### src/rtl/sauria_rst_seq_wdog.sv
// Reset sequencer and run watchdog for the SAURIA subsystem.
// Holds all reset domains low, releases them one at a time in index order,
// then watches for activity kicks while the subsystem runs.
//
// state      | meaning
// -----------+---------------------------------------------------------
// ST_HOLD    | every domain held in reset, hold counter running
// ST_RELEASE | domains released in order, one every STAGGER_CYCLES
// ST_RUN     | all domains out of reset, watchdog armed when enabled
// ST_DONE    | run complete, parked until a software reset
// ST_TIMEOUT | watchdog expired; parks, or re-enters HOLD if AUTO_RERESET
module sauria_rst_seq_wdog #(
    parameter int N_DOMAINS      = 2,
    parameter int HOLD_CYCLES    = 16,
    parameter int STAGGER_CYCLES = 4,
    parameter int WDOG_W         = 32,
    parameter bit AUTO_RERESET   = 1'b0
) (
    input  logic                 i_sauria_clk,
    input  logic                 i_sauria_rst,
    input  logic                 i_sw_rst_req,
    input  logic                 i_wdog_en,
    input  logic [WDOG_W-1:0]    i_wdog_limit,
    input  logic                 i_wdog_kick,
    input  logic                 i_done,
    input  logic                 i_clr_timeout,
    output logic [N_DOMAINS-1:0] o_domain_rstn,
    output logic                 o_ready,
    output logic                 o_done,
    output logic                 o_wdog_timeout,
    output logic [7:0]           o_timeout_cnt,
    output logic [2:0]           o_state
);

    localparam int HW = (HOLD_CYCLES > 1) ? $clog2(HOLD_CYCLES) : 1;
    localparam int SW = (STAGGER_CYCLES > 1) ? $clog2(STAGGER_CYCLES) : 1;
    localparam int RW = $clog2(N_DOMAINS + 1);

    typedef enum logic [2:0] {
        ST_HOLD    = 3'd0,
        ST_RELEASE = 3'd1,
        ST_RUN     = 3'd2,
        ST_DONE    = 3'd3,
        ST_TIMEOUT = 3'd4
    } state_t;

    state_t                state_q, state_d;
    logic [HW-1:0]         hold_cnt_q, hold_cnt_d;
    logic [SW-1:0]         stag_cnt_q, stag_cnt_d;
    logic [RW-1:0]         rel_idx_q, rel_idx_d;
    logic [WDOG_W-1:0]     wdog_cnt_q, wdog_cnt_d;
    logic [N_DOMAINS-1:0]  rstn_q, rstn_d;
    logic                  ready_q, ready_d;
    logic                  done_q, done_d;
    logic                  tmo_q, tmo_d;
    logic [7:0]            tmo_cnt_q, tmo_cnt_d;
    logic                  wdog_active;
    logic                  tmo_set;

    // Register every piece of state; outputs come straight from these flops.
    always_ff @(posedge i_sauria_clk) begin
        if (i_sauria_rst) begin
            state_q    <= ST_HOLD;
            hold_cnt_q <= '0;
            stag_cnt_q <= '0;
            rel_idx_q  <= '0;
            wdog_cnt_q <= '0;
            rstn_q     <= '0;
            ready_q    <= 1'b0;
            done_q     <= 1'b0;
            tmo_q      <= 1'b0;
            tmo_cnt_q  <= '0;
        end else begin
            state_q    <= state_d;
            hold_cnt_q <= hold_cnt_d;
            stag_cnt_q <= stag_cnt_d;
            rel_idx_q  <= rel_idx_d;
            wdog_cnt_q <= wdog_cnt_d;
            rstn_q     <= rstn_d;
            ready_q    <= ready_d;
            done_q     <= done_d;
            tmo_q      <= tmo_d;
            tmo_cnt_q  <= tmo_cnt_d;
        end
    end

    // Next-state, counter and output decode; software reset overrides all transitions.
    always_comb begin
        state_d     = state_q;
        hold_cnt_d  = hold_cnt_q;
        stag_cnt_d  = stag_cnt_q;
        rel_idx_d   = rel_idx_q;
        wdog_cnt_d  = wdog_cnt_q;
        rstn_d      = rstn_q;
        tmo_set     = 1'b0;
        wdog_active = i_wdog_en && (i_wdog_limit != '0);

        if (i_sw_rst_req) begin
            state_d    = ST_HOLD;
            hold_cnt_d = '0;
            stag_cnt_d = '0;
            rel_idx_d  = '0;
            wdog_cnt_d = '0;
            rstn_d     = '0;
        end else begin
            case (state_q)
                ST_HOLD: begin
                    rstn_d = '0;
                    if (hold_cnt_q == HW'(HOLD_CYCLES - 1)) begin
                        state_d    = ST_RELEASE;
                        hold_cnt_d = '0;
                        stag_cnt_d = '0;
                        rel_idx_d  = RW'(1);
                        rstn_d[0]  = 1'b1;
                    end else begin
                        hold_cnt_d = hold_cnt_q + HW'(1);
                    end
                end
                ST_RELEASE: begin
                    if (rel_idx_q == RW'(N_DOMAINS)) begin
                        state_d    = ST_RUN;
                        wdog_cnt_d = '0;
                    end else if (stag_cnt_q == SW'(STAGGER_CYCLES - 1)) begin
                        stag_cnt_d = '0;
                        rel_idx_d  = rel_idx_q + RW'(1);
                        for (int k = 0; k < N_DOMAINS; k++) begin
                            if (rel_idx_q == RW'(k)) rstn_d[k] = 1'b1;
                        end
                    end else begin
                        stag_cnt_d = stag_cnt_q + SW'(1);
                    end
                end
                ST_RUN: begin
                    if (i_done) begin
                        state_d    = ST_DONE;
                        wdog_cnt_d = '0;
                    end else if (!wdog_active || i_wdog_kick) begin
                        wdog_cnt_d = '0;
                    end else if (wdog_cnt_q >= i_wdog_limit - WDOG_W'(1)) begin
                        state_d    = ST_TIMEOUT;
                        wdog_cnt_d = '0;
                        tmo_set    = 1'b1;
                    end else begin
                        wdog_cnt_d = wdog_cnt_q + WDOG_W'(1);
                    end
                end
                ST_TIMEOUT: begin
                    if (AUTO_RERESET) begin
                        state_d    = ST_HOLD;
                        hold_cnt_d = '0;
                        rel_idx_d  = '0;
                        rstn_d     = '0;
                    end
                end
                default: ;
            endcase
        end

        ready_d = (state_d == ST_RUN);
        done_d  = (state_d == ST_DONE);

        tmo_d     = tmo_q;
        tmo_cnt_d = tmo_cnt_q;
        if (tmo_set) begin
            tmo_d = 1'b1;
            if (tmo_cnt_q != 8'hFF) tmo_cnt_d = tmo_cnt_q + 8'd1;
        end else if (i_clr_timeout) begin
            tmo_d = 1'b0;
        end
    end

    assign o_domain_rstn  = rstn_q;
    assign o_ready        = ready_q;
    assign o_done         = done_q;
    assign o_wdog_timeout = tmo_q;
    assign o_timeout_cnt  = tmo_cnt_q;
    assign o_state        = state_q;

endmodule

### config.mk
export PLATFORM = sky130hd
export DESIGN_NAME = sauria_rst_seq_wdog
export DESIGN_NICKNAME = d
export VERILOG_FILES = /design/src/rtl/sauria_rst_seq_wdog.sv
export SDC_FILE = /design/constraint.sdc
export NUM_CORES = 1
export LEC_CHECK = 0
export BUFFER_PORTS_ARGS = -buffer_cell sky130_fd_sc_hd__buf_2
export CORE_MARGIN = 8
export CORE_UTILIZATION = 53
export CTS_CLUSTER_SIZE = 28
export DETAILED_ROUTE_END_ITERATION = 6
export PLACE_DENSITY_LB_ADDON = 0.1
export REMOVE_ABC_BUFFERS = 1
export SLEW_MARGIN = 10
export SYNTH_ARGS = -nofsm -noshare
export SYNTH_HDL_FRONTEND = slang
export SYNTH_SLANG_ARGS = --single-unit
### constraint.sdc
create_clock -name i_sauria_clk -period 4.8 [get_ports i_sauria_clk]
set_input_delay 1.2 -clock i_sauria_clk [delete_from_list [all_inputs] [get_ports i_sauria_clk]]
set_output_delay 1.2 -clock i_sauria_clk [all_outputs]
set_load 0.03 [all_outputs]
==> qor.csv <==
stage,metric,value,unit
run_status,status,finished clean,
finish,area of the multi-input gates,0.002933,mm²
power_and_ir_drop,Sw Ratio,0.2618,
routing,DRC,0,
finish,"Core Util, Final",0.6541,
floorplan,Die W,104.1,µm
sta,# setup viols final,0,
clock_network,TritonCTS buffer count,5,
clock_network,CTS tree,done,
yosys,top-area cell type share of the netlist area,0.2728,
routing,final WL,10540,µm
worst_setup_path,Crit path largest cell delay,550,ps
worst_setup_path,Critical Path RT,5070,ps
worst_setup_path,Critical Path Slowest Stage Cell,or4_1,
sta,slew margin rel.,0.5490,
place,DPL Wire Length,8310,µm
worst_setup_path,Arrival @ worst endpoint,4920,ps
worst_setup_path,worst r2r src,wdog_cnt_q[9],
yosys,YS warnings,0,
clock_network,clk sinks,56,
worst_setup_path,Critical Path End Type,register,
worst_setup_path,Reg2Reg Capture Point,wdog_cnt_q[31],
worst_setup_path,Worst R2R Path Depth,9,
finish,Post-Layout Cell Count,726,
yosys,"top cells by count, synth","57 x nand2_1, 56 x dfxtp_1, 53 x nor2_1",
clock_network,H-tree levels,2,
yosys,ys async rst share,0,
global_route,initial antenna violation count,0,
global_route,global-route wire length before repair,17910,µm
floorplan,Rows,32,
routing,wire per inst,14.51,µm
finish,Final nets,704,
power_and_ir_drop,Logic pwr share,0.123,
routing,antenna-violating nets left,0,
global_route,GRT Overall Usage,0.1924,
clock_network,clock root buffer,clkbuf_8,
sta,crit share post-route,0.9706,
power_and_ir_drop,Switch Pwr,218.5,µW
power_and_ir_drop,Seq pwr share,0.558,
yosys,post-synthesis sequential area ratio,0.2728,
worst_setup_path,top cell family by delay on the critical path,simple AND/OR/NAND/NOR gates,
floorplan,Core Area,0.007607,mm²
routing,DRT Pass-1 Iters,4,
finish,layout cell share with drive strength beyond 1,0.2324,
sta,Max Clock Skew,10.50,ps
yosys,synthesized flop and latch total,56,
global_route,largest net degree at the start of global routing,34,
routing,Vias,4107,
worst_setup_path,"most used cell, CP",buf_4,
worst_setup_path,r2r setup slk,1960,ps
yosys,synthesized area,0.004110,mm²
yosys,synth top area cells,"dfxtp_1 27%, ha_1 12%, nand3_1 5.5%, nand2_1 5.2%, nor2_1 4.8%",
yosys,number of synthesized flops with an enable pin,0,
yosys,synth unique cells,48,
min_path,Hold Crit Class,register to register,
power_and_ir_drop,Int Power,616.2,µW
yosys,"count leader, synth",nand2_1,
yosys,Synth Flop Type,dfxtp_1,
yosys,Syn Inst Count,529,
worst_setup_path,critical path class,input pin to register,
worst_setup_path,CP Buf/Inv Count,3,
sta,Worst-Margin Slew,676.6,ps
floorplan,Die ar.,0.01083,mm²
clock_network,Longest Clk Path Bufs,2,
global_route,GRT overflow,0,
power_and_ir_drop,PD cells,167.7,mW/mm²
flow_run,max cap viols,0,
power_and_ir_drop,Leak Pwr,2.004,nW
floorplan,Top Ports,55,
finish,area grow syn2layout,21.07,%
power_and_ir_drop,Clk network pwr share,0.319,
place,port buffer count,54,
clock_network,Worst-path clk slew,110,ps
floorplan,Die H,104.1,µm
finish,n_diodes,0,
min_path,Hold Startpoint,stag_cnt_q[1],
yosys,post-synth top area cell,dfxtp_1,
worst_setup_path,CP startpoint kind,input pin,
worst_setup_path,worst path cell trace,buf_2 -> or4_1 -> or2_2 -> nor3_2 -> buf_4 -> nand3_2 -> nor4_4 -> xnor2_1 -> ha_1 -> nand4_1 -> nor2_1 -> a221oi_2 -> o21ai_2 -> a2111oi_4 -> buf_4 -> or3b_2 -> nand3_1,
finish,Seq. cell area,0.001121,mm²
routing,Initial DRC Count,193,
min_path,"Endpoint, Worst Hold",stag_cnt_q[1],
routing,vias per inst,5.657,
floorplan,Initial Utilization,0.5403,
clock_network,"Hold-fix buffers, CTS",0,
clock_network,clk_lat worst skew,320,ps
min_path,Hold Crit Depth,2,
sta,Max Slew Vio Count,0,
sta,crit path time final,4659,ps
worst_setup_path,worst-path maximum fanout,6,
yosys,Post-Syn Area per Cell,7.770,µm²
finish,Fillers,686,
sta,final hold vios,0,
global_route,vias in the first global route,4115,
sta,fmax,214.6,MHz
power_and_ir_drop,Worst IR Drop VDD,111.8,µV
place,placed insts,719,
place,GPL Wtd Cong,0.9112,
area by class of cell:
type / count / area share
inverters: 18 / 0.01358
clock buffers: 5 / 0.01383
clock inverters: 2 / 0.003269
repair buffers: 103 / 0.1290
flip-flops and latches: 56 / 0.2253
multi-input cells: 440 / 0.5894
well taps: 102 / 0.02565
power groups by stage:
stage | clock network (mW) | registers, mW | logic, mW
floorplan | 0 | 0.477 | 0.0435
global placement | 0 | 0.477 | 0.0966
detailed placement | 0 | 0.477 | 0.0990
CTS | 0.278 | 0.466 | 0.0998
global route | 0.289 | 0.466 | 0.113
finish | 0.266 | 0.466 | 0.102
how the worst max path moves through the flow:
| stage | endpoint | depth (start not counted) | from | slack (ps) |
|---|---|---|---|---|
| 3_5_place_dp | wdog_cnt_q[31] | 17 | i_wdog_limit[21] | -370 |
| 4_1_cts | wdog_cnt_q[31] | 17 | i_wdog_limit[21] | 0.1 |
| 3_3_place_gp | wdog_cnt_q[29] | 17 | i_wdog_limit[17] | -260 |
| 6_report | wdog_cnt_q[31] | 17 | i_wdog_limit[21] | 140 |
| 2_1_floorplan | wdog_cnt_q[27] | 14 | i_wdog_limit[9] | -1890 |
| 5_1_grt | wdog_cnt_q[31] | 17 | i_wdog_limit[21] | -70 |
per-layer routing:
layer  vias up  wire (µm)  global-route usage
li1       2090          -                   -
met1      1907       4783              0.2301
met2        98       4961              0.3359
met3        12        659             0.04213
met4         0        131             0.05481
met5         -          0                   0
state kept, by name, summed over array words and instances, names as in the netlist:
register	flops
stag_cnt_q	2
o_done	1
o_wdog_timeout	1
o_state	3
wdog_cnt_q	32
o_domain_rstn	2
rel_idx_q	2
o_ready	1
hold_cnt_q	4
o_timeout_cnt	8
logic make-up (layout without fill, tap and decap cells):
kind of cell               count (synthesis)  count (layout)  share of synthesized area
AOI/OAI and AO/OA                         90              90                     0.1358
DFF                                       56              56                     0.2728
adders and majority gates                 41              41                     0.1248
muxes                                     12              12                    0.03105
and+or+nand+nor                          265             265                     0.3309
xor gates and xnor gates                  32              32                    0.06819
buffers and inverters                     33             128                    0.03653
through the flow:
stage	cell area, µm²	power (mW)	worst slack [ps]	hold slack, ps	TNS (ps)
floorplan	4028	0.5200	-1892	435.6	-48820
global placement	4810	0.5732	-258.8	444.7	-4781
detailed placement	4810	0.5757	-372.0	459.7	-9429
CTS	4895	0.8437	0.1408	476.4	0
global route	4976	0.8685	-69.52	523.7	-185.7
finish	4976	0.8347	141.2	476.2	0
worst reg2reg max path: stages, from the launching register on:
cell	delay, ps
dfxtp_1	340
ha_1	320
a211oi_1	230
o21ai_0	190
a2111oi_2	420
o31ai_2	160
a2111oi_4	410
buf_4	200
or3b_2	440
nand3_1	90
cell usage in the layout, fill, tap and decap left out, types with 5 or more instances in the layout:
cell type  instances
mux2i_1            6
mux2_2             6
or2_2              5
inv_1             18
nor3_1            21
ha_1              41
nand2b_1           7
dfxtp_1           56
or4_1              9
xnor2_1           22
nand4_1           11
o21ai_0           23
and3_1            11
o211ai_1           7
nand2_1           57
a21oi_1           27
nand3_1           44
nor2b_1            7
buf_4             48
or3_1              5
a22o_1             5
xor2_1            10
nor2_1            52
and2_1             7
a211oi_1           5
buf_2             54
clkbuf_8           5
what timing repair did:
item,CTS,global route
gates resized for setup,1,17
setup buffers,0,0
setup endpoints to repair,10,38
pin swaps,0,2
No activity file was read; power rests on OpenSTA's default activity.
